File: config.mk
export PLATFORM = sky130hd
export DESIGN_NAME = sdrc_wb_arb
export DESIGN_NICKNAME = d
export VERILOG_FILES = /design/src/rtl/sdrc_arb_pkg.sv /design/src/rtl/sdrc_rr_pick.sv /design/src/rtl/sdrc_wb_arb.sv
export SDC_FILE = /design/constraint.sdc
export NUM_CORES = 1
export LEC_CHECK = 0
export CORE_AREA = 8 8 158 160
export CTS_BUF_LIST = sky130_fd_sc_hd__clkbuf_8
export DETAILED_ROUTE_END_ITERATION = 6
export DIE_AREA = 0 0 166 168
export PLACE_DENSITY = 0.57
export SYNTH_ARGS = -nofsm -noshare
export SYNTH_HDL_FRONTEND = slang
export SYNTH_SLANG_ARGS = --single-unit
File: constraint.sdc
create_clock -name wb_clk_i -period 3.8 [get_ports wb_clk_i]
set_input_delay 0.38 -clock wb_clk_i [delete_from_list [all_inputs] [get_ports wb_clk_i]]
set_output_delay 0.38 -clock wb_clk_i [all_outputs]
set_load 0.1 [all_outputs]
File: src/rtl/sdrc_arb_pkg.sv
// Shared types and constants for the SDRAM-controller Wishbone arbiter.
//   arb_state_t : arbiter FSM states
//   CTI_*       : Wishbone cycle-type identifiers seen on the master ports
//   WD_W        : width of the stall watchdog counter
package sdrc_arb_pkg;

    typedef enum logic [1:0] {
        IDLE  = 2'd0,
        BUSY  = 2'd1,
        ABORT = 2'd2
    } arb_state_t;

    localparam logic [2:0] CTI_CLASSIC = 3'b000;
    localparam logic [2:0] CTI_INCR    = 3'b010;
    localparam logic [2:0] CTI_EOB     = 3'b111;

    localparam int WD_W = 16;

endpackage

File: src/rtl/sdrc_rr_pick.sv
// Combinational round-robin picker: rotates the request vector so the search
// starts just after the previous winner, then takes the nearest requester.
//   req  : NM request bits
//   last : index of the previous winner
//   gnt  : one-hot winner (all zero when nothing is requested)
//   idx  : index of the winner (0 when nothing is requested)
module sdrc_rr_pick
    import sdrc_arb_pkg::*;
#(
    parameter int NM = 4,
    parameter int IW = $clog2(NM)
) (
    input  logic [NM-1:0] req,
    input  logic [IW-1:0] last,
    output logic [NM-1:0] gnt,
    output logic [IW-1:0] idx
);

    // cand[gi] is the master sitting gi+1 places after the previous winner.
    logic [IW-1:0] cand [NM];

    for (genvar gi = 0; gi < NM; gi++) begin : g_cand
        assign cand[gi] = IW'((int'(last) + gi + 1) % NM);
    end

    always_comb begin
        gnt = '0;
        idx = '0;
        // Walk from the farthest candidate to the nearest; the nearest
        // requester is written last and therefore wins.
        for (int i = NM - 1; i >= 0; i--) begin
            if (req[cand[i]]) begin
                idx = cand[i];
            end
        end
        if (|req) begin
            gnt = NM'(1) << idx;
        end
    end

endmodule

File: src/rtl/sdrc_wb_arb.sv
// Round-robin Wishbone arbiter in front of the SDRAM controller's slave port.
// Ownership is held for the whole Wishbone cycle (bursts are never split);
// a stall watchdog aborts a cycle that waits TO_CYCLES without an ack.
//   wb_clk_i / wb_rst_i : clock, asynchronous active-high reset
//   m_*_i               : packed per-master Wishbone master signals
//   m_ack_o / m_err_o   : per-master acknowledge / watchdog error
//   m_dat_o             : read data broadcast to every master
//   s_*                 : single Wishbone port toward the controller
//   gnt_o               : one-hot current owner (status)
module sdrc_wb_arb
    import sdrc_arb_pkg::*;
#(
    parameter int NM        = 4,
    parameter int dw        = 32,
    parameter int APP_AW    = 26,
    parameter int TO_CYCLES = 255
) (
    input  logic                   wb_clk_i,
    input  logic                   wb_rst_i,
    input  logic [NM-1:0]          m_cyc_i,
    input  logic [NM-1:0]          m_stb_i,
    input  logic [NM-1:0]          m_we_i,
    input  logic [NM*APP_AW-1:0]   m_adr_i,
    input  logic [NM*dw-1:0]       m_dat_i,
    input  logic [NM*(dw/8)-1:0]   m_sel_i,
    input  logic [NM*3-1:0]        m_cti_i,
    output logic [NM-1:0]          m_ack_o,
    output logic [NM-1:0]          m_err_o,
    output logic [dw-1:0]          m_dat_o,
    output logic                   s_cyc_o,
    output logic                   s_stb_o,
    output logic                   s_we_o,
    output logic [APP_AW-1:0]      s_adr_o,
    output logic [dw-1:0]          s_dat_o,
    output logic [dw/8-1:0]        s_sel_o,
    output logic [2:0]             s_cti_o,
    input  logic                   s_ack_i,
    input  logic [dw-1:0]          s_dat_i,
    output logic [NM-1:0]          gnt_o
);

    localparam int IW = $clog2(NM);
    localparam int SW = dw / 8;
    // Expiry fires in the stalled cycle that would bring the count to TO_CYCLES.
    localparam logic [WD_W-1:0] WD_LIMIT = WD_W'(TO_CYCLES - 1);

    arb_state_t      state_q, state_d;
    logic [NM-1:0]   gnt_q, gnt_d;
    logic [IW-1:0]   last_q, last_d;
    logic [WD_W-1:0] wd_q, wd_d;

    logic [NM-1:0]   pick_gnt;
    logic [IW-1:0]   pick_idx;

    // Unpacked views of the packed master buses.
    logic [APP_AW-1:0] adr_a [NM];
    logic [dw-1:0]     dat_a [NM];
    logic [SW-1:0]     sel_a [NM];
    logic [2:0]        cti_a [NM];

    for (genvar gi = 0; gi < NM; gi++) begin : g_unpack
        assign adr_a[gi] = m_adr_i[gi*APP_AW +: APP_AW];
        assign dat_a[gi] = m_dat_i[gi*dw +: dw];
        assign sel_a[gi] = m_sel_i[gi*SW +: SW];
        assign cti_a[gi] = m_cti_i[gi*3 +: 3];
    end

    sdrc_rr_pick #(
        .NM (NM),
        .IW (IW)
    ) u_pick (
        .req  (m_cyc_i),
        .last (last_q),
        .gnt  (pick_gnt),
        .idx  (pick_idx)
    );

    // last_q always holds the current owner's index while BUSY/ABORT.
    logic cyc_g, stb_g;
    assign cyc_g = m_cyc_i[last_q];
    assign stb_g = m_stb_i[last_q];

    assign m_dat_o = s_dat_i;
    assign gnt_o   = gnt_q;

    always_ff @(posedge wb_clk_i or posedge wb_rst_i) begin
        if (wb_rst_i) begin
            state_q <= IDLE;
            gnt_q   <= '0;
            last_q  <= IW'(NM - 1);
            wd_q    <= '0;
        end else begin
            state_q <= state_d;
            gnt_q   <= gnt_d;
            last_q  <= last_d;
            wd_q    <= wd_d;
        end
    end

    always_comb begin
        state_d = state_q;
        gnt_d   = gnt_q;
        last_d  = last_q;
        wd_d    = wd_q;
        s_cyc_o = 1'b0;
        s_stb_o = 1'b0;
        s_we_o  = 1'b0;
        s_adr_o = '0;
        s_dat_o = '0;
        s_sel_o = '0;
        s_cti_o = '0;
        m_ack_o = '0;
        m_err_o = '0;

        case (state_q)
            IDLE: begin
                wd_d = '0;
                if (|m_cyc_i) begin
                    gnt_d   = pick_gnt;
                    last_d  = pick_idx;
                    state_d = BUSY;
                end
            end

            BUSY: begin
                s_cyc_o = cyc_g;
                s_stb_o = stb_g;
                s_we_o  = m_we_i[last_q];
                s_adr_o = adr_a[last_q];
                s_dat_o = dat_a[last_q];
                s_sel_o = sel_a[last_q];
                s_cti_o = cti_a[last_q];
                m_ack_o = s_ack_i ? gnt_q : '0;

                if (!cyc_g) begin
                    state_d = IDLE;
                    gnt_d   = '0;
                    wd_d    = '0;
                end else if (stb_g && !s_ack_i) begin
                    // A stalled cycle; an ack in the same cycle never expires.
                    if (wd_q >= WD_LIMIT) begin
                        m_err_o = gnt_q;
                        state_d = ABORT;
                        wd_d    = '0;
                    end else if (wd_q != '1) begin
                        wd_d = wd_q + WD_W'(1);
                    end
                end else begin
                    wd_d = '0;
                end
            end

            ABORT: begin
                // Slave side stays idle until the aborted master lets go.
                if (!cyc_g) begin
                    state_d = IDLE;
                    gnt_d   = '0;
                end
            end

            default: begin
                state_d = IDLE;
                gnt_d   = '0;
            end
        endcase
    end

endmodule

==> metrics.md <==
| Metric | Value |
|---|---|
| CP arrival | `2.77 ns` |
| Reg2Reg Capture Point | `gnt_o[2]` |
| Most frequent cells in the layout | `278 x clkdlybuf4s50_1, 79 x buf_4, 72 x and2_1` |
| Int Pwr | `0.00212 W` |
| Final Hold Viols | `0` |
| Largest net degree at the start of global routing | `72` |
| Total number of vias | `4218` |
| Hold depth | `2` |
| Cell count after synthesis | `346` |
| Average cell area after synthesis | `10.9 sq um` |
| Worst Setup SP | `last_q[1]` |
| Setup crit end | `m_err_o[1]` |
| Final period util | `82.8%` |
| Register area share after synthesis | `15.9%` |
| CTS tree | `done` |
| Vias in the first global route | `4464` |
| Final Max Slew Viols | `0` |
| Mux share of post-synthesis cell area | `40.7%` |
| Crit path max fanout | `38` |
| Postcts setup bufs | `0` |
| Status | `finished, final reports clean` |
| Worst vdd ir | `0.468 mV` |
| Post-cts resize count | `0` |
| Die width | `166 um` |
| Die footprint | `27900 sq um` |
| CTS max path bufs | `2` |
| EDFF count, synth | `0` |
| Final wirelength | `22.2 mm` |
| Initial antenna violation count | `0` |
| Power density cells | `923 nW/um^2` |
| Final TNS setup | `0 ns` |
| First-pass GRT wire length | `32.1 mm` |
| Num CTS Buffers | `3` |
| Clock transition at path regs | `0.09 ns` |
| Pleak | `2.72 nW` |
| Starting Density | `16.9%` |
| Max-cap violations | `0` |
| Filler cell count | `2262` |
| Multi-input logic area | `2780 sq um` |
| Io pins | `419` |
| Ys async rst share | `100%` |
| Sink Count | `24` |
| Power share of the clock group | `2.3%` |
| Core outline area | `22400 sq um` |
| Rows | `55` |
| Reg2reg path depth | `5` |
| Initial drt markers | `216` |
| Most used flip-flop cell after synthesis | `dfrtp_1` |
| RSZ-0062 raised after global routing | `no` |
| Synth Area in Compound Gates | `10.6%` |
| Hold buffers post-CTS | `0` |
| Cell area after synthesis | `3780 sq um` |
| Post-route ant nets | `0` |
| Setup WS pre-CTS | `0.899 ns` |
| DRC viols | `0` |
| Simple-gate share of the synthesized area | `20.4%` |
| Min-Delay Path Class | `reg2reg` |
| Pre-Repair DR Iteration Count | `4` |
| Total track usage | `14.9%` |
| Final GP Congestion | `0.847` |
| Net count, final | `962` |
| Hold WS | `0.540 ns` |
| CP endpoint kind | `output pin` |
| Commonest non-fill, non-tap cell in the layout | `clkdlybuf4s50_1` |
| DP HPWL | `18.7 mm` |
| Total Power | `0.00666 W` |
| Fin worst setup slack | `0.652 ns` |
| Reg2reg start | `last_q[1]` |
| Min cycle time layout | `3.15 ns` |
| Per-cell routed wire length | `23.8 um` |
| Total gr overflow | `0` |
| Skew-Pair Late Insertion Delay | `0.27 ns` |
| Port Buffers | `354` |
| Adder-cell share of the synthesized area | `1.65%` |
| DIE HEIGHT | `168 um` |
| Synth-to-layout area growth | `90.8%` |
| Main combinational cell family by area after synthesis | `multiplexers` |
| N_diodes | `0` |
| Switching component of the power | `0.00453 W` |
| Slew @ Worst Pin | `0.970 ns` |
| Switching part of the total power | `68.1%` |
| Synthesis-stage register bit count | `24` |
| Layout cells sized above 1 | `26.0%` |
| Achievable frequency | `0.318 GHz` |
| Syn Nets | `658` |
| Setup slack, reg-to-reg | `1.19 ns` |
| CP startpoint kind | `register` |
| Reg power frac | `7.7%` |
| Relative slew slack | `35.1%` |
| Setup Viol. Count Final | `0` |
| Critical path type | `reg2out` |
| Combinational Power Share | `89.9%` |
| Vias per cell | `4.52` |
| Synth warn | `0` |
| Synth Area in XOR/XNOR | `0%` |
| H-tree levels | `1` |
| Required @ worst endpoint | `3.42 ns` |
| Synth cell types | `49` |
| Clock skew | `0.0107 ns` |
| Root Buffer | `clkbuf_8` |
| Seq. cell area | `611 sq um` |
## cell usage after synthesis, drive strengths merged, types with 2 or more instances
| cell type | n | area [sq um] |
|---|---|---|
| dfrtp | 22 | 551 |
| and3 | 6 | 37.5 |
| and4 | 2 | 17.5 |
| ha | 5 | 62.6 |
| nand3 | 4 | 32.5 |
| a31oi | 3 | 18.8 |
| nor4 | 7 | 43.8 |
| mux4 | 67 | 1510 |
| o2bb2a | 2 | 20.0 |
| a21oi | 14 | 96.3 |
| o2bb2ai | 5 | 62.6 |
| nand2 | 19 | 73.8 |
| nand4 | 4 | 25.0 |
| nand2b | 5 | 31.3 |
| mux2i | 2 | 20.0 |
| clkbuf | 8 | 30.0 |
| o21ai | 7 | 42.5 |
| and2 | 72 | 450 |
| o311a | 2 | 20.0 |
| inv | 8 | 32.5 |
| nor3 | 2 | 10.0 |
| o22ai | 2 | 12.5 |
| buf | 51 | 343 |
| a41oi | 3 | 26.3 |
| o211ai | 4 | 30.0 |
| dfstp | 2 | 52.6 |
| nor2 | 5 | 18.8 |
## layer usage
metal  global-route usage (%)  vias up  routed length (um)
li1                         -     1925                   -
met1                     18.2     2102                9200
met2                     26.5      187               11200
met3                     4.30        4                1720
met4                     1.23        0                  85
met5                        0        -                   0
## state kept, by name, indices dropped and copies added, names as in the netlist
name,cells
last_q,2
gnt_o,4
state_q,2
wd_q,16
## worst min-delay path by stage
stage / from / to / slack (ns)
finish: wd_q[15] / wd_q[15] / 0.54
detailed placement: wd_q[15] / wd_q[15] / 0.52
floorplan: wb_rst_i / gnt_o[0] / 0.39
global route: wd_q[14] / wd_q[14] / 0.59
CTS: wd_q[15] / wd_q[15] / 0.54
global placement: wd_q[15] / wd_q[15] / 0.51
## cells by family (layout without fill, tap and decap cells)
| group | after synthesis | after routing |
|---|---|---|
| flip-flops | 24 | 24 |
| multiplexers | 70 | 70 |
| buffers and inverters | 67 | 370 |
| AND/OR/NAND/NOR | 130 | 130 |
| adder cells (fa/ha/maj) | 5 | 5 |
| AO/OA/AOI/OAI | 50 | 50 |
## metrics by stage
stage | cell area, sq um | util (%) | cells
after floorplan | 3780 | - | 346
after global placement | 7170 | 32.1 | 930
after detailed placement | 7170 | 32.1 | 930
after CTS | 7220 | 32.3 | 934
after global routing | 7220 | 32.3 | 934
final | 7220 | 32.3 | 934
## cell type report
| cell class | count | share of cell area [%] |
|---|---|---|
| multi-input combinational | 255 | 38.5 |
| timing repair buffer | 358 | 47.1 |
| clock inverter | 1 | 0.0520 |
| sequential | 24 | 8.46 |
| clock buffer | 3 | 0.572 |
| tap | 285 | 4.94 |
| inverter | 8 | 0.451 |
## power by group through the flow
stage | clock network, W | logic [W] | registers, W
6_report | 0.000155 | 0.00599 | 0.000516
5_1_grt | 0.000170 | 0.00620 | 0.000546
4_1_cts | 0.000163 | 0.00606 | 0.000527
3_5_place_dp | 0 | 0.00605 | 0.000533
3_3_place_gp | 0 | 0.00605 | 0.000537
2_1_floorplan | 0 | 0.00477 | 0.000481
## worst max-delay path: stages, from the launching register on
cell	delay (ns)
dfstp_4	0.94
mux4_2	0.65
nand2_2	0.15
inv_4	0.07
and3_1	0.25
and2_1	0.19
buf_4	0.23
No activity file was read; power rests on OpenSTA's default activity.
